### config.mk
export PLATFORM = sky130hd
export DESIGN_NAME = ctrl_pipe_n
export DESIGN_NICKNAME = d
export VERILOG_FILES = /design/src/rtl/ctrl_pipe_n.sv
export SDC_FILE = /design/constraint.sdc
export NUM_CORES = 1
export LEC_CHECK = 0
export CAP_MARGIN = 25
export CORE_MARGIN = 1.5
export CORE_UTILIZATION = 44
export CTS_BUF_LIST = sky130_fd_sc_hd__clkbuf_16
export CTS_CLUSTER_SIZE = 24
export DETAILED_ROUTE_END_ITERATION = 8
export GPL_ROUTABILITY_DRIVEN = 0
export PLACE_DENSITY = 0.83
export SLEW_MARGIN = 20
export SYNTH_ARGS = -nofsm -noshare
export SYNTH_HDL_FRONTEND = slang
export SYNTH_SLANG_ARGS = --single-unit
### constraint.sdc
create_clock -name clk -period 2.4 [get_ports clk]
set_input_delay 0.36 -clock clk [delete_from_list [all_inputs] [get_ports clk]]
set_output_delay 0.36 -clock clk [all_outputs]
set_load 0.005 [all_outputs]
### src/rtl/ctrl_pipe_n.sv
// ---------------------------------------------------------------------------
// ctrl_pipe_n
//
// Parametrised control-signal pipeline for the pipelined ARM core. Carries
// the decoded control bundle from Decode (stage 0) through STAGES-1
// registered stages, evaluates the ARM condition field in Execute (stage 1)
// against an internal NZCV register, gates the side-effect bits of
// instructions whose condition fails and produces the Execute branch strobe.
//
// Parameters:
//   STAGES  total stages including Decode, legal range 3..8
//   CTRL_W  bundle width, legal minimum 6. Layout:
//           bit0 RegWrite, bit1 MemWrite, bit2 PCSrc, bit3 Branch,
//           bit4 FlagWrite[0] (C,V), bit5 FlagWrite[1] (N,Z),
//           bits CTRL_W-1:6 opaque payload
//
// Ports:
//   clk             rising-edge clock
//   reset           asynchronous, active-low reset
//   ctrl_d          decoded bundle entering stage 1
//   cond_d          Instr[31:28] of the decoded instruction
//   valid_d         stage 0 holds a real instruction
//   stall           bit k-1 holds stage k
//   flush           bit k-1 loads a bubble into stage k
//   alu_flags_e     NZCV produced by the Execute ALU
//   ctrl_q          stage k bundle at [k*CTRL_W-1 -: CTRL_W]
//   valid_q         bit k-1 = stage k valid
//   flags_q         architectural NZCV register
//   cond_ex_e       stage-1 instruction passes its condition
//   branch_taken_e  stage-1 valid branch whose condition passes
//   perf_bubbles    (CTRL_PIPE_PERF_EN only) stage-1 bubble loads, saturating
//   perf_condfail   (CTRL_PIPE_PERF_EN only) condition-failed advances, saturating
//
// Build option: define CTRL_PIPE_PERF_EN to add the two performance counters.
// ---------------------------------------------------------------------------
module ctrl_pipe_n #(
    parameter int STAGES = 4,
    parameter int CTRL_W = 12
) (
    input  logic                           clk,
    input  logic                           reset,
    input  logic [CTRL_W-1:0]              ctrl_d,
    input  logic [3:0]                     cond_d,
    input  logic                           valid_d,
    input  logic [STAGES-2:0]              stall,
    input  logic [STAGES-2:0]              flush,
    input  logic [3:0]                     alu_flags_e,
    output logic [CTRL_W*(STAGES-1)-1:0]   ctrl_q,
    output logic [STAGES-2:0]              valid_q,
    output logic [3:0]                     flags_q,
    output logic                           cond_ex_e,
    output logic                           branch_taken_e
`ifdef CTRL_PIPE_PERF_EN
    ,
    output logic [15:0]                    perf_bubbles,
    output logic [15:0]                    perf_condfail
`endif
);

    localparam int NREG   = STAGES - 1;
    localparam int PIPE_W = CTRL_W * NREG;

    // Side-effect bits cleared when the condition fails: RegWrite, MemWrite,
    // PCSrc and both FlagWrite bits. Branch (bit3) and payload pass through.
    localparam logic [CTRL_W-1:0] GATE_MASK = CTRL_W'(6'b110111);

    // ARM condition-code evaluation; nzcv = {N, Z, C, V}.
    function automatic logic cond_check(input logic [3:0] cond, input logic [3:0] nzcv);
        logic n;
        logic z;
        logic c;
        logic v;
        logic pass;
        n = nzcv[3];
        z = nzcv[2];
        c = nzcv[1];
        v = nzcv[0];
        case (cond)
            4'b0000: pass = z;
            4'b0001: pass = ~z;
            4'b0010: pass = c;
            4'b0011: pass = ~c;
            4'b0100: pass = n;
            4'b0101: pass = ~n;
            4'b0110: pass = v;
            4'b0111: pass = ~v;
            4'b1000: pass = c & ~z;
            4'b1001: pass = ~c | z;
            4'b1010: pass = (n == v);
            4'b1011: pass = (n != v);
            4'b1100: pass = ~z & (n == v);
            4'b1101: pass = z | (n != v);
            4'b1110: pass = 1'b1;
            4'b1111: pass = 1'b0;
            default: pass = 1'b0;
        endcase
        return pass;
    endfunction

`ifdef CTRL_PIPE_PERF_EN
    // Saturating 16-bit increment for the performance counters.
    function automatic logic [15:0] sat_inc(input logic [15:0] cnt);
        logic [15:0] res;
        if (cnt == 16'hFFFF) begin
            res = cnt;
        end else begin
            res = cnt + 16'd1;
        end
        return res;
    endfunction
`endif

    logic [PIPE_W-1:0] ctrl_r;
    logic [PIPE_W-1:0] ctrl_nxt_s;
    logic [PIPE_W-1:0] feed_ctrl_s;
    logic [NREG-1:0]   valid_r;
    logic [NREG-1:0]   valid_nxt_s;
    logic [NREG-1:0]   feed_valid_s;
    logic [3:0]        cond_r;
    logic [3:0]        cond_nxt_s;
    logic [3:0]        flags_r;
    logic [3:0]        flags_nxt_s;
    logic [NREG:0]     eff_stall_s;
    logic [CTRL_W-1:0] ctrl1_s;
    logic [CTRL_W-1:0] gated1_s;
    logic              cond_pass_s;
    logic              cond_ex_s;
    logic              flag_upd_s;

    assign ctrl1_s     = ctrl_r[CTRL_W-1:0];
    assign cond_pass_s = cond_check(cond_r, flags_r);
    assign cond_ex_s   = valid_r[0] & cond_pass_s;

    // Effective stall: a stage is held when it or any later stage stalls.
    // Bit 0 is Decode, which is held whenever stage 1 is.
    always_comb begin
        eff_stall_s    = {(NREG + 1){1'b0}};
        eff_stall_s[0] = |stall;
        for (int k = 1; k <= NREG; k++) begin
            eff_stall_s[k] = |(stall >> (k - 1));
        end
    end

    // Condition gating of the stage-1 bundle on its way into stage 2.
    always_comb begin
        if (cond_ex_s) begin
            gated1_s = ctrl1_s;
        end else begin
            gated1_s = ctrl1_s & ~GATE_MASK;
        end
    end

    // Source of each stage: slot k holds what stage k would load on advance.
    always_comb begin
        feed_ctrl_s                         = {ctrl_r[PIPE_W-CTRL_W-1:0], ctrl_d};
        feed_ctrl_s[2*CTRL_W-1 -: CTRL_W]   = gated1_s;
        feed_valid_s                        = {valid_r[NREG-2:0], valid_d};
    end

    // Per-stage next value: flush, then hold, then bubble behind a stalled
    // predecessor, otherwise advance.
    always_comb begin
        ctrl_nxt_s  = ctrl_r;
        valid_nxt_s = valid_r;
        for (int k = 1; k <= NREG; k++) begin
            if (flush[k-1]) begin
                ctrl_nxt_s[k*CTRL_W-1 -: CTRL_W] = {CTRL_W{1'b0}};
                valid_nxt_s[k-1]                 = 1'b0;
            end else if (eff_stall_s[k]) begin
                ctrl_nxt_s[k*CTRL_W-1 -: CTRL_W] = ctrl_r[k*CTRL_W-1 -: CTRL_W];
                valid_nxt_s[k-1]                 = valid_r[k-1];
            end else if (eff_stall_s[k-1]) begin
                ctrl_nxt_s[k*CTRL_W-1 -: CTRL_W] = {CTRL_W{1'b0}};
                valid_nxt_s[k-1]                 = 1'b0;
            end else begin
                ctrl_nxt_s[k*CTRL_W-1 -: CTRL_W] = feed_ctrl_s[k*CTRL_W-1 -: CTRL_W];
                valid_nxt_s[k-1]                 = feed_valid_s[k-1];
            end
        end
    end

    // Stage-1 condition field follows the stage-1 bundle.
    always_comb begin
        if (flush[0]) begin
            cond_nxt_s = 4'b0000;
        end else if (eff_stall_s[1]) begin
            cond_nxt_s = cond_r;
        end else begin
            cond_nxt_s = cond_d;
        end
    end

    // Flags load only when a passing stage-1 instruction leaves Execute;
    // a stalled or flushed Execute slot never commits flags.
    always_comb begin
        flag_upd_s        = ~eff_stall_s[1] & ~flush[0] & cond_ex_s;
        flags_nxt_s[3:2]  = (flag_upd_s & ctrl1_s[5]) ? alu_flags_e[3:2] : flags_r[3:2];
        flags_nxt_s[1:0]  = (flag_upd_s & ctrl1_s[4]) ? alu_flags_e[1:0] : flags_r[1:0];
    end

    // Pipeline, condition and flag registers.
    always_ff @(posedge clk or negedge reset) begin
        if (!reset) begin
            ctrl_r  <= {PIPE_W{1'b0}};
            valid_r <= {NREG{1'b0}};
            cond_r  <= 4'b0000;
            flags_r <= 4'b0000;
        end else begin
            ctrl_r  <= ctrl_nxt_s;
            valid_r <= valid_nxt_s;
            cond_r  <= cond_nxt_s;
            flags_r <= flags_nxt_s;
        end
    end

`ifdef CTRL_PIPE_PERF_EN
    logic [15:0] perf_bub_r;
    logic [15:0] perf_cf_r;
    logic        bubble_ev_s;
    logic        condfail_ev_s;

    // Stage 1 only takes a predecessor-stall bubble if Decode could stall
    // alone; kept for symmetry with the later stages.
    assign bubble_ev_s   = flush[0] | (eff_stall_s[0] & ~eff_stall_s[1]);
    assign condfail_ev_s = valid_r[0] & ~cond_pass_s & ~eff_stall_s[1];

    // Saturating event counters.
    always_ff @(posedge clk or negedge reset) begin
        if (!reset) begin
            perf_bub_r <= 16'd0;
            perf_cf_r  <= 16'd0;
        end else begin
            perf_bub_r <= bubble_ev_s ? sat_inc(perf_bub_r) : perf_bub_r;
            perf_cf_r  <= condfail_ev_s ? sat_inc(perf_cf_r) : perf_cf_r;
        end
    end

    assign perf_bubbles  = perf_bub_r;
    assign perf_condfail = perf_cf_r;
`endif

    assign ctrl_q         = ctrl_r;
    assign valid_q        = valid_r;
    assign flags_q        = flags_r;
    assign cond_ex_e      = cond_ex_s;
    assign branch_taken_e = cond_ex_s & ctrl1_s[3];

endmodule

Word-level counts from Yosys, hierarchy flattened:

Cells that the tools add are included.

* bitwise logic cells: 16
* equality and inequality tests: 20
* multiplexer cells: 20
* reductions and logical operators: 3

Operators by type and width (number)
* 12-bit two-way mux: 8
* 4-bit equality test, second input constant: 8
* 4-bit by 3-bit equality test with 1-bit output, second input constant: 4
* 1-bit one-hot mux with 16 select lines: 1
* 1-bit AND: 8
* 4-bit by 2-bit equality test with 1-bit output, second input constant: 2
* 1-bit two-way mux: 8
* 4-bit two-way mux: 2
* 6-bit two-way mux: 1
* 1-bit NOT: 6
* 4-bit by 1-bit equality test with 1-bit output, second input constant: 1
* 4-bit logical NOT: 1
* 2-bit != test, second input constant: 2
* 3-bit OR reduction: 1
* 2-bit by 1-bit != test with 1-bit output, second input constant: 1
* 1-bit OR: 2
* 2-bit OR reduction: 1
* 1-bit equality test: 1
* 1-bit != test: 1

* output and inout port bits: 45
* bits of input ports: 29
* logic and storage cells: 68
* register bits after elaboration: 47

Longest topological paths before layout:

Gate-level depths: netlist (run 1).

* depth in word-level cells: 8
* mapped depth: 7
* depth with buffers taken out: 5

Worst setup path after synthesis (run 1):

No wires, ideal clock.

* kind: reg-to-output
* start: reg flags_r[3], in the netlist flags_q[3]
* end: out branch_taken_e
* slack: 0.418 ns
* data required time: 2.040 ns
* data arrival time: 1.622 ns
* path buffers: 1
* cell stages (with the launch flop): 7
* path through: dfrtp_1 > xor2_1 > mux2_2 > a221oi_2 > and2_1 > buf_2 > nor3b_1

* cells in the longest elaborated chain, start to end: 5
* elaborated cells between the ends (all ways): 8
* those cells by class: eq/ne (2); mux (1); bitwise (5)

Ends and longest elaborated chain
* start: declaration: RTL line 121 `logic [3:0] flags_r;`
* start signal: assignment: RTL line 212 `flags_r <= flags_nxt_s;`
* 1-bit != test / 1-bit equality test (equally long branches)
* 1-bit OR / 1-bit AND (equally long branches): RTL line 92, 91
* 1-bit one-hot mux with 16 select lines *: RTL line 78 `case (cond)`
* 1-bit AND *: RTL line 132 `assign cond_ex_s = valid_r[0] & cond_pass_s;`
* 1-bit AND *: RTL line 246 `assign branch_taken_e = cond_ex_s & ctrl1_s[3];`
* end: declaration: RTL line 52 `output logic branch_taken_e`

Every way passes the cells marked *; elsewhere a longest branch is shown, timed or not.

Final worst setup path (run 1):

Same ends and word-level chain as after synthesis.

==> metrics.csv, run 1 <==
metric,value,unit
syn_area,2070,um^2
path_max_fanout,3,
pwr-share-clk,43.3,%
synth_cells,201,
maxSlewHeadroom,69.5,%
tightestPinTransition,0.456,ns
yosysUniqueCellTypes,34,
fin_crit_sh,98.4,%
fin_nets,321,
violations,hold timing,
core-area,4440,um^2
synth_most_common_cell,dfrtp_1,
postRouteAntennaNets,0,
maxCapViolCount,0,
internal_power,1.38,mW
hold_viol,1,
fmax,423,MHz
grt_start_max_net_pins,31,
pin_count,74,
finalNonFillerCells,344,
path_cells,xor2_2 > mux2_4 > a221oi_4 > and2_4 > buf_6 > nor3b_2 > buf_2,
synth_commonest_cells,"47 x dfrtp_1, 45 x nand2_1, 18 x a21oi_1, 18 x nor2_1, 13 x a22oi_1",
r2r_end,flags_q[1],
start_kind,register,
grt_pass1_vias,1725,
vdd_ir_drop_max,0.446,mV
placedCellCount,334,
report.final.slew_viol_count,0,
yosys.area.top_type,dfrtp_1,
first_iter_violations,158,
crit_path_end_kind,primary output,
ys_warn_count,0,
cts.sinks,47,
p_sw_share,21.2,%
grt_usage,21.5,%
path_class,register to primary output,
vias,1827,
vias_per_cell,5.31,
synth_top_area_share,56.7,%
clockRootBuffer,clkbuf_16,
cts_buffers,5,
n_antenna_cell,0,
ys_ff_latch,47,
finClkSkew,0.00759,ns
seq_area_frac_synth,56.7,%
grt_overflow,0,
syn_area_per_cell,10.3,um^2
worstPathArrival,2.00,ns
drc_errors,0,
status,"finished, violations left",
synth_nets,230,
port-buffer-count,73,
fin_crit,2.36,ns
die_area,5130,um^2
first_pass_iters,8,
synth_edf_count,0,
path_clk_slew,0.06,ns
crit_required,2.04,ns
rr_worst_depth,6,
hpwl,3920,um
setup_violations,0,
seqPwrFrac,46.5,%
cts_buffer_depth,2,
reg2reg_from,cond_r[2],
die_h,71.6,um
synth.area.top_cells,"dfrtp_1 57%, nand2_1 8.1%, a22oi_1 4.7%",
p_comb_share,10.2,%
area_growth,55.0,%
grt_pass1_wl,8540,um
drive_gt1_share,17.5,%
tritoncts,built,
hold_ws,-0.000757,ns
wl,5550,um
hold_path_class,primary input to async pin,
max_stage_delay,0.41,ns
worstSkewPairLatency,0.28,ns
ys.flop_type,dfrtp_1,
p_sw,0.373,mW
hold_buffers,0,
htree_levels,2,
wl_per_cell,16.1,um
antenna_found_initial,0,
p_leak,1.38,nW
cellPowerDensity,547,nW/um^2
rows,24,
die-width,71.6,um
slowest_stage,dfrtp_1,
r2r_setup_slack,0.34,ns
start_util,46.6,%
async_flop_share,100,%
cells in the final DEF (no fill, tap or decap), types with 2 or more instances in the layout:
cell	netlist	layout
a21oi_1	18	18
a22o_1	9	9
a22oi_1	13	13
buf_2	3	2
buf_4	1	23
clkbuf_16	0	5
clkdlybuf4s50_1	0	70
dfrtp_1	47	44
dfrtp_2	0	3
inv_1	3	3
mux2_1	4	4
nand2_1	45	45
nor2_1	18	18
nor2b_1	3	3
o31ai_1	6	5
xnor2_1	2	2
how the worst max path moves through the flow:
stage          startpoint              to  slack (ns)
6_report       flags_q[3]  branch_taken_e        0.04
5_1_grt        flags_q[3]  branch_taken_e       -0.03
4_1_cts        flags_q[0]       cond_ex_e        0.05
3_5_place_dp    cond_r[0]  branch_taken_e       -0.04
3_3_place_gp    cond_r[0]  branch_taken_e        0.03
2_1_floorplan  flags_q[3]  branch_taken_e        0.42
registers in the layout, summed over array words and instances (netlist names):
register  cells
valid_q       3
cond_r        4
flags_q       4
ctrl_q       36
kinds of logic after synthesis:
kind of cell | after synthesis | synth area share (%)
buf+inv | 17 | 4.16
flops | 47 | 56.7
simple gates | 77 | 16.2
compound gates | 51 | 18.4
mux | 6 | 3.20
xor+xnor | 3 | 1.27
per-stage QoR:
stage / setup TNS (ns) / setup slack, ns / power (mW) / util (%) / instance area, um^2
CTS: 0 / 0.0469 / 1.76 / 70.9 / 3150
finish: 0 / 0.0379 / 1.76 / 72.3 / 3210
global route: -0.0451 / -0.0251 / 1.82 / 72.3 / 3210
floorplan: 0 / 0.418 / 0.886 / - / 2070
global placement: 0 / 0.0309 / 0.991 / 66.6 / 2960
detailed placement: -0.0461 / -0.0351 / 0.994 / 66.6 / 2960
layout make-up:
cell class | count | area [um^2]
Fill cell | 328 | 1230
Multi-Input combinational cell | 137 | 886
Tap cell | 52 | 65.1
Timing Repair Buffer | 98 | 910
Clock buffer | 5 | 125
Clock inverter | 2 | 37.5
Inverter | 3 | 11.3
Sequential cell | 47 | 1180
worst max-delay path: cells and delay by family, from the launching register on:
| family | cells | cell delay, ns |
|---|---|---|
| flops | 1 | 0.41 |
| mux | 1 | 0.34 |
| xor+xnor | 1 | 0.25 |
| buf+inv | 2 | 0.24 |
| compound gates | 1 | 0.24 |
| simple gates | 2 | 0.23 |
routing by layer:
layer,vias to the layer above,wire (um),global-route usage (%)
li1,883,-,-
met1,882,2470,29.3
met2,58,2830,34.7
met3,4,239,4.22
met4,0,17,7.34
met5,-,0,0
what timing repair did:
item                       CTS  global route
pin swaps                    2             3
resized for setup           12            10
setup endpoints to repair    2             2
setup buffers                2             1
hold endpoints to repair     0             0
power groups by stage:
stage | logic, mW | registers (mW) | clock network (mW)
6_report | 0.180 | 0.817 | 0.760
5_1_grt | 0.195 | 0.818 | 0.806
4_1_cts | 0.172 | 0.817 | 0.767
3_5_place_dp | 0.164 | 0.831 | 0
3_3_place_gp | 0.161 | 0.830 | 0
2_1_floorplan | 0.0588 | 0.827 | 0
Power figures use the tool's default switching activity.
==> run 2: changes to the inputs <==
--- a/config.mk
+++ b/config.mk
@@ -7,12 +7,13 @@
 export LEC_CHECK = 0
 export CAP_MARGIN = 25
 export CORE_MARGIN = 1.5
-export CORE_UTILIZATION = 44
-export CTS_BUF_LIST = sky130_fd_sc_hd__clkbuf_16
+export CORE_UTILIZATION = 46
+export CTS_BUF_LIST = sky130_fd_sc_hd__clkbuf_8
 export CTS_CLUSTER_SIZE = 24
 export DETAILED_ROUTE_END_ITERATION = 8
 export GPL_ROUTABILITY_DRIVEN = 0
-export PLACE_DENSITY = 0.83
+export PLACE_DENSITY = 0.86
+export RECOVER_POWER = 25
 export SLEW_MARGIN = 20
 export SYNTH_ARGS = -nofsm -noshare
 export SYNTH_HDL_FRONTEND = slang
==> run 2 against run 1 <==
The flow finishes with violations (setup timing). Sequential share of layout area up 0.37 points. First-iteration DRC count rose by 21%. Sequential cell count unchanged. Critical path type unchanged. Critical endpoint unchanged. Largest power group unchanged.
==> metrics.csv, run 2 (synthesis results as in run 1) <==
metric,value,unit
tritoncts,built,
p_total,1.50,mW
antenna_found_initial,0,
maxCapViolCount,0,
htree_levels,2,
final_area,3190,um^2
fin_crit,2.42,ns
status,"finished, violations left",
die_area,4920,um^2
tightestPinTransition,0.864,ns
most-common-layout-cells,"70 x clkdlybuf4s50_1, 45 x nand2_1, 43 x dfrtp_1",
path_class,register to primary output,
wl,5900,um
grt_start_max_net_pins,21,
finClkSkew,0.00471,ns
start_kind,register,
hpwl,4000,um
violations,setup timing,
drc_errors,0,
rsz0062_at_grt,true,
core-area,4350,um^2
first_pass_iters,4,
hold_path_class,register to register,
n_antenna_cell,0,
grt_pass1_wl,8890,um
clockRootBuffer,clkbuf_8,
worstSkewPairLatency,0.31,ns
cts_buffers,5,
path_clk_slew,0.08,ns
grt_pass1_vias,1777,
cellPowerDensity,470,nW/um^2
path_max_fanout,8,
final_common_cell,clkdlybuf4s50_1,
fin_crit_sh,101,%
crit_required,2.04,ns
wl_per_cell,17.0,um
setup_ws,-0.0226,ns
port-buffer-count,73,
cts.sinks,47,
cts_buffer_depth,2,
crit_path_end_kind,primary output,
first_iter_violations,191,
vias_per_cell,5.61,
rows,24,
p_leak,1.37,nW
start_util,47.6,%
crit_path_start,cond_r[0],
worstPathArrival,2.06,ns
postPlaceCellArea,2970,um^2
vdd_ir_drop_max,0.311,mV
worstHoldStart,ctrl_q[12],
reg2reg_from,cond_r[0],
die-width,70.1,um
maxSlewHeadroom,42.4,%
setup_violations,1,
area_growth,53.7,%
postRouteAntennaNets,0,
grt_overflow,0,
r2r_setup_slack,0.12,ns
fin_nets,325,
grt_usage,23.8,%
largest_register_ffs,36,
hold_ws,0.528,ns
pin_count,74,
vias,1953,
hold_viol,0,
report.final.slew_viol_count,0,
fmax,413,MHz
die_h,70.1,um
drive_gt1_share,18.6,%
-- run 2: layout make-up --
type                    count  area, um^2
multi-input cells         137         905
clock inverters             1        5.00
repair buffers            102         936
well taps                  52        65.1
clock buffers               6        82.6
inverters                   3        11.3
fillers                   291        1170
flip-flops and latches     47        1180
-- run 2: path summary, 6_finish.rpt --
| kind | to | cells past startpoint |
|---|---|---|
| setup / recovery | branch_taken_e | 7 |
| hold / removal | ctrl_q[12] | 2 |
| setup reg to reg | flags_q[1] | 9 |
| hold reg to reg | ctrl_q[12] | 2 |
| max in group asynchronous | ctrl_q[0] | 3 |
| min in group asynchronous | flags_q[3] | 2 |
-- run 2: critical path, stage by stage, from the launching register on --
cell and delay [ns]:
dfrtp_2 0.47, nor2b_1 0.15, o311a_1 0.34, a221oi_4 0.28
and2_4 0.20, buf_6 0.11, nor3b_2 0.04, buf_2 0.16
-- run 2: what timing repair did --
item / in CTS / in global routing
endpoints found under the setup margin: 2 / 2
pin swaps: 2 / 8
hold buffers: 1 / 0
gates resized for setup: 14 / 12
buffers inserted: 3 / 2
endpoints found under the hold margin: 10 / 0
cloned: 0 / 0
-- run 2: per-layer routing --
layer	GRT usage, %	vias to the layer above	routed length, um
met5	0	-	0
met4	9.83	0	221
met3	5.63	22	368
met2	39.4	101	2930
met1	30.3	934	2380
li1	-	896	-
-- run 2: power breakdown --
group          switching, mW  internal [mW]  total [mW]  leakage, nW
Sequential            0.0149          0.802       0.817        0.646
Combinational         0.0885          0.102       0.190        0.674
Clock                  0.263          0.226       0.490       0.0470
Total                  0.367           1.13        1.50         1.37
-- run 2: per-stage QoR --
step | setup WS [ns] | utilization (%) | TNS (ns) | cells
2_1_floorplan | 0.418 | - | 0 | 201
3_3_place_gp | 0.0650 | 68.1 | 0 | 335
3_5_place_dp | 0.000122 | 68.1 | 0 | 335
4_1_cts | 0.0207 | 71.6 | 0 | 346
5_1_grt | -0.101 | 73.2 | -0.101 | 348
6_report | -0.0226 | 73.2 | -0.0226 | 348
